--- src/rtl/mux_nto1_scan_if.sv ---
// rtl/mux_nto1_scan_if.sv - select/handshake bundle for mux_nto1_scan; out_par present under MUX_PARITY_EN
interface mux_nto1_scan_if #(
    parameter int N     = 6,
    parameter int W     = 1,
    parameter int SEL_W = 3
);
    logic [N*W-1:0]   in_data;
    logic [SEL_W-1:0] sel;
    logic             mode;
    logic             req;
    logic             start;
    logic             out_ready;
    logic             out_valid;
    logic [W-1:0]     out_data;
    logic [SEL_W-1:0] out_idx;
    logic             busy;
    logic             done;
`ifdef MUX_PARITY_EN
    logic             out_par;
`endif

    modport master (
        output in_data, sel, mode, req, start, out_ready,
        input  out_valid, out_data, out_idx, busy, done
`ifdef MUX_PARITY_EN
        , input out_par
`endif
    );

    modport slave (
        input  in_data, sel, mode, req, start, out_ready,
        output out_valid, out_data, out_idx, busy, done
`ifdef MUX_PARITY_EN
        , output out_par
`endif
    );
endinterface

--- src/rtl/mux_nto1_scan.sv ---
// rtl/mux_nto1_scan.sv - registered N:1 mux with direct load and auto-scan; MUX_PARITY_EN adds out_par
module mux_nto1_scan #(
    parameter int N     = 6,
    parameter int W     = 1,
    parameter int SEL_W = 3
) (
    input logic            clk,
    input logic            rst,
    mux_nto1_scan_if.slave bus
);
    typedef enum logic {IDLE, SCAN} state_t;

    localparam logic [SEL_W:0]   N_EXT = (SEL_W+1)'(N);
    localparam logic [SEL_W-1:0] LAST  = SEL_W'(N-1);

    state_t           state, state_nxt;
    logic [SEL_W:0]   cnt;
    logic             free;
    logic             load;
    logic             cnt_clr;
    logic             cnt_inc;
    logic             done_c;
    logic [SEL_W-1:0] sel_clamped;
    logic [SEL_W-1:0] load_idx;
    logic [W-1:0]     load_data;

    assign free        = !bus.out_valid || bus.out_ready;
    assign sel_clamped = ({1'b0, bus.sel} >= N_EXT) ? LAST : bus.sel;
    assign load_data   = bus.in_data[int'(load_idx)*W +: W];

    always_ff @(posedge clk or posedge rst) begin
        if (rst) state <= IDLE;
        else     state <= state_nxt;
    end

    // cnt reaching N means every input has been captured; only the final beat is still pending
    always_comb begin
        state_nxt = state;
        load      = 1'b0;
        load_idx  = sel_clamped;
        cnt_clr   = 1'b0;
        cnt_inc   = 1'b0;
        done_c    = 1'b0;
        case (state)
            IDLE: begin
                if (bus.mode) begin
                    if (bus.start) begin
                        state_nxt = SCAN;
                        cnt_clr   = 1'b1;
                    end
                end else if (bus.req && free) begin
                    load = 1'b1;
                end
            end
            SCAN: begin
                if (cnt == N_EXT) begin
                    if (bus.out_valid && bus.out_ready) begin
                        done_c    = 1'b1;
                        state_nxt = IDLE;
                    end
                end else if (free) begin
                    load     = 1'b1;
                    load_idx = cnt[SEL_W-1:0];
                    cnt_inc  = 1'b1;
                end
            end
            default: state_nxt = IDLE;
        endcase
    end

    always_ff @(posedge clk or posedge rst) begin
        if (rst)          cnt <= '0;
        else if (cnt_clr) cnt <= '0;
        else if (cnt_inc) cnt <= cnt + (SEL_W+1)'(1);
    end

    always_ff @(posedge clk or posedge rst) begin
        if (rst) begin
            bus.out_valid <= 1'b0;
            bus.out_data  <= '0;
            bus.out_idx   <= '0;
`ifdef MUX_PARITY_EN
            bus.out_par   <= 1'b0;
`endif
        end else if (free) begin
            bus.out_valid <= load;
            if (load) begin
                bus.out_data <= load_data;
                bus.out_idx  <= load_idx;
`ifdef MUX_PARITY_EN
                bus.out_par  <= ^load_data;
`endif
            end
        end
    end

    assign bus.busy = (state == SCAN);
    assign bus.done = done_c;
endmodule

--- src/flat_wrapper.sv ---
// flat-port wrapper written by rule: the top's interface ports become plain ports
module mux_nto1_scan_flat 
#(
    parameter int N     = 6,
    parameter int W     = 1,
    parameter int SEL_W = 3
)
  (clk, rst, bus_in_data, bus_sel, bus_mode, bus_req, bus_start, bus_out_ready, bus_out_valid, bus_out_data, bus_out_idx, bus_busy, bus_done);
  mux_nto1_scan_if #(.N(N), .W(W), .SEL_W(SEL_W)) bus_i ();
  input logic clk;
  input logic rst;
  input wire logic [$bits(bus_i.in_data)-1:0] bus_in_data;
  input wire logic [$bits(bus_i.sel)-1:0] bus_sel;
  input wire logic [$bits(bus_i.mode)-1:0] bus_mode;
  input wire logic [$bits(bus_i.req)-1:0] bus_req;
  input wire logic [$bits(bus_i.start)-1:0] bus_start;
  input wire logic [$bits(bus_i.out_ready)-1:0] bus_out_ready;
  output wire logic [$bits(bus_i.out_valid)-1:0] bus_out_valid;
  output wire logic [$bits(bus_i.out_data)-1:0] bus_out_data;
  output wire logic [$bits(bus_i.out_idx)-1:0] bus_out_idx;
  output wire logic [$bits(bus_i.busy)-1:0] bus_busy;
  output wire logic [$bits(bus_i.done)-1:0] bus_done;
  assign bus_i.in_data = bus_in_data;
  assign bus_i.sel = bus_sel;
  assign bus_i.mode = bus_mode;
  assign bus_i.req = bus_req;
  assign bus_i.start = bus_start;
  assign bus_i.out_ready = bus_out_ready;
  assign bus_out_valid = bus_i.out_valid;
  assign bus_out_data = bus_i.out_data;
  assign bus_out_idx = bus_i.out_idx;
  assign bus_busy = bus_i.busy;
  assign bus_done = bus_i.done;
  mux_nto1_scan #(.N(N), .W(W), .SEL_W(SEL_W)) u_core (.clk(clk), .rst(rst), .bus(bus_i));
endmodule
--- config.mk ---
export PLATFORM = sky130hd
export DESIGN_NAME = mux_nto1_scan_flat
export DESIGN_NICKNAME = d
export VERILOG_FILES = /design/src/rtl/mux_nto1_scan_if.sv /design/src/rtl/mux_nto1_scan.sv /design/src/flat_wrapper.sv
export SDC_FILE = /design/constraint.sdc
export NUM_CORES = 1
export LEC_CHECK = 0
export BUFFER_PORTS_ARGS = -buffer_cell sky130_fd_sc_hd__buf_4
export CAP_MARGIN = 15
export CORE_MARGIN = 1.5
export CORE_UTILIZATION = 48
export CTS_CLUSTER_DIAMETER = 200
export DETAILED_ROUTE_END_ITERATION = 16
export PLACE_DENSITY = 0.76
export SLEW_MARGIN = 20
export SYNTH_ARGS = -nofsm -noshare
export SYNTH_HDL_FRONTEND = slang
export SYNTH_SLANG_ARGS = --single-unit
--- constraint.sdc ---
create_clock -name clk -period 1.85 [get_ports clk]
set_input_delay 0.37 -clock clk [delete_from_list [all_inputs] [get_ports clk]]
set_output_delay 0.37 -clock clk [all_outputs]
set_load 0.01 [all_outputs]
==> impl_metrics.csv, run 1 <==
group,metric,value,unit
run_status,status,"finished, final reports clean",
critical_path,crit_start,"u_core.cnt[0]",
critical_path,crit_slowest_cell,"dfrtp_1",
logic_synthesis,async_reset_ff_frac,1.000,
route,viasPerCell,5.221,
critical_path,cp.arrival,1.27,ns
grt,grt_pass1_wl,2.125,mm
placed_design,dp_hpwl,1.082,mm
timing,finalHoldViolCount,0,
critical_path,crit_chain,"inv_1 > ha_1 > nand3b_2 > nor2_1 > buf_4",
clocking,root_buffer,"clkbuf_4",
die,die_height,40.28,um
clocking,cts_buffers,3,
layout,syn_to_final_growth,29.27,%
critical_path,path_class,"reg -> out",
hold_path,hold_path.class,"in -> async",
layout,diodes,0,
logic_synthesis,synth-seq-cells,10,
clocking,clockBufferDepth,2,
logic_synthesis,yosysSeqAreaShare,0.3752,
timing,slew_headroom,0.7433,
critical_path,cp-end-kind,"output port",
die,io_pins,22,
logic_synthesis,synth_most_common_cell,"nor2_1",
placed_design,post-place-ws,0.3123,ns
clocking,post_cts_buffers,0,
route,drt_iter0_drc,13,
power,p_leak,0.4194,nW
grt,grt_pass1_vias,506,
clocking,cts_tree,"built",
route,postRouteAntennaNets,0,
logic_synthesis,ys_top_cells_by_count,"nor2_1 (11), dfrtp_1 (10), nand2_1 (7)",
timing,drv_slew,0,
power,pwr_density_cell,1564,nW/um2
critical_path,startpoint_type,"register",
logic_synthesis,synth_top_area_share,0.3752,
placed_design,numPortBuffers,21,
timing,fmax,0.6116,GHz
power,ir_drop,1.098,mV
timing,fin_skew,0.0004324,ns
die,start_util,0.5125,
layout,finalNetCount,117,
placed_design,gp_congestion,0.8239,
die,rows,13,
route,wl_per_cell,12.18,um
timing,finalCriticalPeriod,1.635,ns
timing,fin_crit_sh,0.8839,
route,drt_wl_total,1.376,mm
clocking,cts_resized,0,
layout,fin_cells,113,
clocking,cts_hold_buf,0,
grt,overflow,0,
layout,design_area,862.1,um2
placed_design,placed_cell_area,839.6,um2
route,drc,0,
critical_path,cp_max_fo,3,
critical_path,required,1.48,ns
critical_path,path_buf_inv,2,
flow_run,drv_cap,0,
critical_path,r2r-start,"u_core.cnt[0]",
logic_synthesis,synth_edf_count,0,
die,die_area,1622,um2
timing,rsz0062_at_grt,"false",
clocking,cts_max_level,1,
logic_synthesis,yosysUniqueCellTypes,30,
clocking,clkLatencyLatePin,0.27,ns
grt,antenna_found_initial,0,
logic_synthesis,yosys-top-cells-area,"dfrtp_1 (38%), nor2_1 (6.2%), mux2i_1 (6.0%)",
layout,fill_cells,116,
route,vias,590,
timing,whs,0.08030,ns
critical_path,reg2reg_depth,7,
logic_synthesis,ys_warn_count,0,
critical_path,critical_path.top_delay_family,"flip-flops",
logic_synthesis,synth_top_area_cell,"dfrtp_1",
timing,setup_ws,0.2149,ns
logic_synthesis,syn_area_per_cell,8.892,um2
placed_design,place_inst,110,
die,fp.dieW,40.28,um
logic_synthesis,synth_ff_type,"dfrtp_1",
layout,drive_gt1_frac,0.3571,
clocking,clk_pin_slew,0.06,ns
logic_synthesis,syn_area,666.9,um2
logic_synthesis,synthCells,75,
critical_path,rrSetupSlack,0.29,ns
timing,setup_violations,0,
grt,grt_max_degree,11,
critical_path,r2r_end,"u_core.bus.out_data",
clocking,clock-sinks,10,
timing,worst_pin_slew,0.3847,ns
grt,track_usage,0.2081,
logic_synthesis,synth_nets,92,
die,core_area,1301,um2
route,firstDrtPassIters,4,
critical_path,cp_slowest_stage_delay,0.37,ns
timing,setup_tns,0,ns
[logic make-up after synthesis]
kind of cell    Yosys count  synth area share
simple gates             30            0.2402
flops                    10            0.3752
compound gates           18            0.1857
fa+ha+maj                 2           0.03752
mux                       4           0.06004
buf+inv                   8           0.06190
xor+xnor                  3           0.03941
[power by group]
part           leakage, nW  switching (W)  total [W]  internal, W
sequential           0.114      0.0000894   0.000424     0.000335
clock               0.0138      0.0000723   0.000147    0.0000751
combinational        0.291       0.000398   0.000777     0.000379
total                0.419       0.000560    0.00135     0.000789
[state kept, by name (all words and copies together), names as in the netlist]
name / flops
u_core.bus.busy: 1
u_core.bus.out_data: 1
u_core.cnt: 4
u_core.bus.out_valid: 1
u_core.bus.out_idx: 3
[through the flow]
stage	power [W]	utilization
floorplan	0.0009427	-
global placement	0.001190	0.6452
detailed placement	0.001203	0.6452
CTS	0.001362	0.6625
global route	0.001482	0.6625
finish	0.001349	0.6625
[how the worst max path moves through the flow]
stage | cells after the start | slack (ns) | end
CTS | 5 | 0.20 | bus_done
finish | 5 | 0.21 | bus_done
global placement | 6 | 0.33 | u_core.bus.out_data
detailed placement | 6 | 0.31 | u_core.bus.out_data
global route | 5 | 0.14 | bus_done
floorplan | 8 | 0.27 | u_core.bus.out_data
[cell usage in the layout, fill, tap and decap left out, drive strengths merged]
cell type  synthesis  layout
xor2               2       2
nand4              1       1
and4               1       1
clkbuf             0       3
a21oi              5       5
o21a               1       1
nor3b              1       1
o311ai             1       1
nand3              3       3
buf                4      24
a21o               1       1
xnor2              1       1
mux2i              4       4
dfrtp             10      10
ha                 2       2
nand2b             1       1
inv                4       4
nor2b              2       2
a211oi             2       2
o21ai              6       6
nand3b             1       1
o32ai              1       1
and3               2       2
nand2              7       7
a211o              1       1
nor2              11      11
[per-layer routing]
layer / up-vias / GRT usage / wire [um]
met2: 12 / 0.3024 / 657
met5: - / 0 / 0
met4: 0 / 0.07500 / 6
li1: 308 / - / -
met3: 2 / 0.1000 / 74
met1: 268 / 0.2662 / 638
[final cells by class]
class / instances / area, um2 / share of cell area
Multi-Input combinational cell: 57 / 375.4 / 0.4354
Sequential cell: 10 / 250.2 / 0.2903
Timing Repair Buffer: 24 / 180.2 / 0.2090
Clock buffer: 3 / 22.52 / 0.02612
Tap cell: 15 / 18.77 / 0.02177
Inverter: 4 / 15.01 / 0.01742
[worst reg2reg max path: cells and delay by family, from the launching register on]
family	cells	cell delay, ns
multiplexers	2	0.49
flip-flops	1	0.37
AND/OR/NAND/NOR	2	0.23
adder cells (fa/ha/maj)	1	0.16
AO/OA/AOI/OAI	1	0.12
buffers and inverters	1	0.06
(Power assumes the default switching activity.)
==> run 2: changes to the inputs <==
ABC_AREA = 0   (was unset)
CORE_MARGIN = 2   (was 1.5)
==> run 2 against run 1 <==
  * Die area grew 5.0%
  * Sequential cell count is the same
  * Via count grew 3.6%
  * Clock power grew 3%
  * Utilization shrank 0.58 points
  * Clock skew grew 0.00097 ns
  * Worst setup slack gained 0.028 ns
  * Combinational power shrank 3.9%
  * Register-to-register slack lost 0.02 ns
  * Clock-buffer cell count is the same
  * Critical path type unchanged
  * Critical endpoint unchanged
  * Largest power group unchanged
==> impl_metrics.csv, run 2 (synthesis gave the netlist of run 1 again) <==
group,metric,value,unit
die,start_util,0.5125,
critical_path,cp_max_fo,3,
layout,largestRegisters,"u_core.cnt (4), u_core.bus.out_idx (3)",
die,die_height,41.28,um
route,wl_per_cell,12.41,um
critical_path,crit_slowest_cell,"dfrtp_1",
power,p_leak,0.4147,nW
clocking,clk_pin_slew,0.06,ns
layout,largest-register,"u_core.cnt",
layout,diodes,0,
clocking,cts_tree,"built",
flow_run,drv_cap,0,
timing,slew_headroom,0.7338,
critical_path,reg2reg_depth,7,
critical_path,critical_path.endpoint,"bus_done",
route,firstDrtPassIters,4,
timing,fin_skew,0.001405,ns
timing,fmax,0.6223,GHz
clocking,cts_resized,0,
critical_path,rrSetupSlack,0.27,ns
timing,setup_ws,0.2430,ns
clocking,cts_max_level,1,
critical_path,r2r_end,"u_core.bus.out_data",
grt,grt_max_degree,11,
clocking,clkLatencyLatePin,0.27,ns
timing,setup_tns,0,ns
die,fp.dieW,41.28,um
timing,finalCriticalPeriod,1.607,ns
timing,fin_crit_sh,0.8686,
grt,antenna_found_initial,0,
placed_design,numPortBuffers,21,
layout,design_area,854.6,um2
timing,rsz0062_at_grt,"false",
run_status,status,"finished, final reports clean",
critical_path,crit_chain,"inv_1 > ha_1 > nand3b_2 > nor2_1 > buf_4",
die,die_area,1704,um2
critical_path,path_class,"reg -> out",
clocking,root_buffer,"clkbuf_4",
placed_design,placed_cell_area,832.0,um2
critical_path,r2r-start,"u_core.cnt[0]",
timing,finalHoldViolCount,0,
layout,fill_cells,110,
timing,worst_pin_slew,0.3989,ns
die,core_area,1301,um2
layout,multi_input_area,375.4,um2
critical_path,crit_start,"u_core.cnt[0]",
critical_path,required,1.48,ns
grt,grt_pass1_wl,2.214,mm
clocking,post_cts_buffers,0,
hold_path,hold_path.class,"in -> async",
layout,syn_to_final_growth,28.14,%
clocking,cts_buffers,3,
layout,finalNetCount,116,
clocking,clockBufferDepth,2,
layout,layout_commonest_cell,"buf_4",
placed_design,dp_hpwl,1.132,mm
route,postRouteAntennaNets,0,
layout,largest_reg_flops,4,
timing,setup_violations,0,
power,pwr_density_cell,1551,nW/um2
placed_design,post-place-ws,0.2627,ns
power,ir_drop,0.8156,mV
layout,layout_common_cells,"buf_4 (23), nor2_1 (11), dfrtp_1 (10), nand2_1 (7), a21oi_1 (5)",
grt,track_usage,0.2069,
critical_path,cp-end-kind,"output port",
die,io_pins,22,
critical_path,critical_path.top_delay_family,"flip-flops",
timing,drv_slew,0,
route,viasPerCell,5.455,
grt,grt_pass1_vias,560,
critical_path,cp.arrival,1.24,ns
route,drt_iter0_drc,15,
clocking,cts_hold_buf,0,
layout,regArea,250.2,um2
layout,finish.utilization,0.6567,
route,vias,611,
critical_path,startpoint_type,"register",
route,drc,0,
clocking,clock-sinks,10,
critical_path,cp_num_cells,5,
grt,overflow,0,
die,rows,13,
critical_path,path_buf_inv,2,
critical_path,cp_slowest_stage_delay,0.38,ns
layout,drive_gt1_frac,0.3505,
placed_design,gp_congestion,0.7889,
route,drt_wl_total,1.390,mm
[run 2: changes by cell type in the layout (fill, tap and decap cells not counted)]
cell and delta:
buf_4 -1
[run 2: stage by stage]
stage	hold slack (ns)	instances	total power, W
finish	0.08284	112	0.001326
detailed placement	0.3898	109	0.001187
CTS	0.09145	112	0.001344
global placement	0.3769	109	0.001166
global route	0.1237	112	0.001455
floorplan	0.2102	75	0.0009427
[run 2: cell type report]
class | instances | share of cell area
repair buffers | 23 | 0.2021
multi-input cells | 57 | 0.4392
inverters | 4 | 0.01757
well taps | 15 | 0.02196
flip-flops and latches | 10 | 0.2928
clock buffers | 3 | 0.02635
[run 2: routing by layer]
layer | part of all wire | up-vias | GRT usage
li1 | - | 307 | -
met1 | 0.45 | 288 | 0.2484
met2 | 0.49 | 13 | 0.3242
met3 | 0.043 | 3 | 0.04891
met4 | 0.015 | 0 | 0.1371
met5 | 0 | - | 0
[run 2: worst min-delay path by stage]
| stage | depth (start not counted) | startpoint | to | slack (ns) |
|---|---|---|---|---|
| global route | 2 | rst | u_core.bus.out_valid | 0.12 |
| global placement | 2 | rst | u_core.bus.busy | 0.38 |
| detailed placement | 2 | rst | u_core.bus.out_valid | 0.39 |
| floorplan | 1 | rst | u_core.bus.busy | 0.21 |
| finish | 2 | rst | u_core.bus.out_idx[2] | 0.08 |
| CTS | 2 | rst | u_core.bus.out_idx[2] | 0.09 |
[run 2: power by group]
group	internal, W	switching, W	leakage, nW	total (W)
clock	0.0000753	0.0000763	0.0138	0.000152
combinational	0.000359	0.000389	0.286	0.000747
sequential	0.000335	0.0000917	0.114	0.000426
total	0.000769	0.000556	0.415	0.00133
==> run 3: changes to the inputs <==
CORE_MARGIN = unset   (was 2)
==> run 3 against run 2 <==
  * Critical path depth unchanged
  * Register-to-register slack better by 0.03 ns
  * Die area down 9.5%
  * Highest routed layer unchanged
  * Clock skew up 0.012 ns
  * Critical path type unchanged
==> impl_metrics.csv, run 3 (synthesis gave the netlist of run 1 again) <==
group,metric,value,unit
run_status,status,"finished, final reports clean",
grt,overflow,0,
timing,fin_crit_sh,0.8740,
power,ir_drop,1.022,mV
timing,rsz0062_at_grt,"false",
timing,setup_tns,0,ns
critical_path,reg2reg_depth,7,
timing,finalHoldViolCount,0,
hold_path,hold_path.class,"in -> async",
timing,whs,0.07473,ns
timing,finalCriticalPeriod,1.617,ns
critical_path,rrSetupSlack,0.30,ns
route,viasPerCell,5.246,
die,rows,13,
placed_design,numPortBuffers,21,
timing,fmax,0.6185,GHz
placed_design,post-place-ws,0.2880,ns
clocking,cts_hold_buf,0,
placed_design,dp_hpwl,1.118,mm
grt,grt_max_degree,11,
critical_path,cp.arrival,1.25,ns
route,wl_per_cell,12.75,um
layout,layout_commonest_cell,"buf_4",
critical_path,crit_chain,"inv_1 > ha_1 > nand3b_2 > nor2_1 > buf_4",
layout,largest_reg_flops,4,
layout,drive_gt1_frac,0.3636,
clocking,cts_buffers,3,
critical_path,cp_num_cells,5,
timing,drv_slew,0,
critical_path,r2r-start,"u_core.cnt[0]",
route,vias,598,
critical_path,startpoint_type,"register",
critical_path,cp-end-kind,"output port",
critical_path,cp_slowest_stage_delay,0.38,ns
layout,syn_to_final_growth,31.33,%
die,die_height,39.28,um
critical_path,crit_slowest_cell,"dfrtp_1",
timing,worst_pin_slew,0.3981,ns
power,p_leak,0.4266,nW
critical_path,required,1.48,ns
critical_path,path_class,"reg -> out",
clocking,clock-sinks,10,
grt,grt_pass1_wl,2.387,mm
die,die_area,1543,um2
grt,antenna_found_initial,0,
clocking,clk_pin_slew,0.08,ns
clocking,post_cts_buffers,0,
placed_design,gp_congestion,0.8493,
critical_path,crit_start,"u_core.cnt[0]",
power,pwr_density_cell,1603,nW/um2
route,postRouteAntennaNets,0,
timing,setup_ws,0.2332,ns
critical_path,cp_max_fo,3,
route,drt_wl_total,1.454,mm
layout,design_area,875.8,um2
layout,diodes,0,
die,core_area,1301,um2
route,drt_iter0_drc,12,
layout,layout_common_cells,"buf_4 (24), nor2_1 (11), dfrtp_1 (10), nand2_1 (7), a21oi_1 (5)",
layout,largestRegisters,"u_core.cnt (4), u_core.bus.out_idx (3)",
clocking,clkLatencyLatePin,0.27,ns
die,start_util,0.5125,
layout,finalNetCount,117,
route,firstDrtPassIters,4,
clocking,cts_max_level,1,
critical_path,critical_path.top_delay_family,"flip-flops",
timing,slew_headroom,0.7343,
die,io_pins,22,
timing,fin_skew,0.01300,ns
critical_path,critical_path.endpoint,"bus_done",
clocking,clockBufferDepth,2,
placed_design,placed_cell_area,839.6,um2
critical_path,path_buf_inv,2,
clocking,cts_tree,"built",
clocking,cts_resized,0,
critical_path,r2r_end,"u_core.bus.out_data",
timing,setup_violations,0,
grt,grt_pass1_vias,563,
die,fp.dieW,39.28,um
grt,track_usage,0.2419,
route,drc,0,
layout,largest-register,"u_core.cnt",
power,power,0.001404,W
flow_run,drv_cap,0,
clocking,root_buffer,"clkbuf_4",
-- run 3: metal layers --
metal / global-route usage / vias up / wire length (um)
met2: 0.3917 / 18 / 695
met5: 0 / - / 0
met3: 0.09091 / 4 / 83
met4: 0.1207 / 0 / 17
met1: 0.2756 / 270 / 657
li1: - / 306 / -
-- run 3: worst min path at each step --
stage / start / endpoint / slack [ns]
floorplan: rst / u_core.bus.busy / 0.21
finish: rst / u_core.bus.busy / 0.07
CTS: rst / u_core.bus.out_valid / 0.09
global placement: rst / u_core.bus.busy / 0.38
global route: rst / u_core.bus.out_idx[2] / 0.13
detailed placement: rst / u_core.bus.out_valid / 0.38
-- run 3: report_power, final --
group	switching [W]	total (W)	leakage [nW]	internal, W
clock network	0.0000796	0.000199	0.0210	0.000120
registers	0.0000905	0.000425	0.114	0.000335
logic	0.000403	0.000780	0.291	0.000377
total	0.000573	0.00140	0.427	0.000831
-- run 3: worst reg2reg max path, cell delays in order, from the launching register on --
cell and delay [ns]:
dfrtp_1 0.38, inv_1 0.06, ha_1 0.15, nand3b_2 0.11, nand3_2 0.14, mux2i_1 0.23, mux2i_1 0.26, o311ai_2 0.12
-- run 3: cell type report --
cell class / instances / area (um2)
Clock buffer: 4 / 36.28
Fill cell: 123 / 425.4
Inverter: 4 / 15.01
Multi-Input combinational cell: 57 / 375.4
Sequential cell: 10 / 250.2
Tap cell: 15 / 18.77
Timing Repair Buffer: 24 / 180.2
-- run 3: per-stage QoR --
stage | std cells | utilization
final | 114 | 0.6731
after global routing | 114 | 0.6731
after CTS | 114 | 0.6731
after detailed placement | 110 | 0.6452
after global placement | 110 | 0.6452
after floorplan | 75 | -
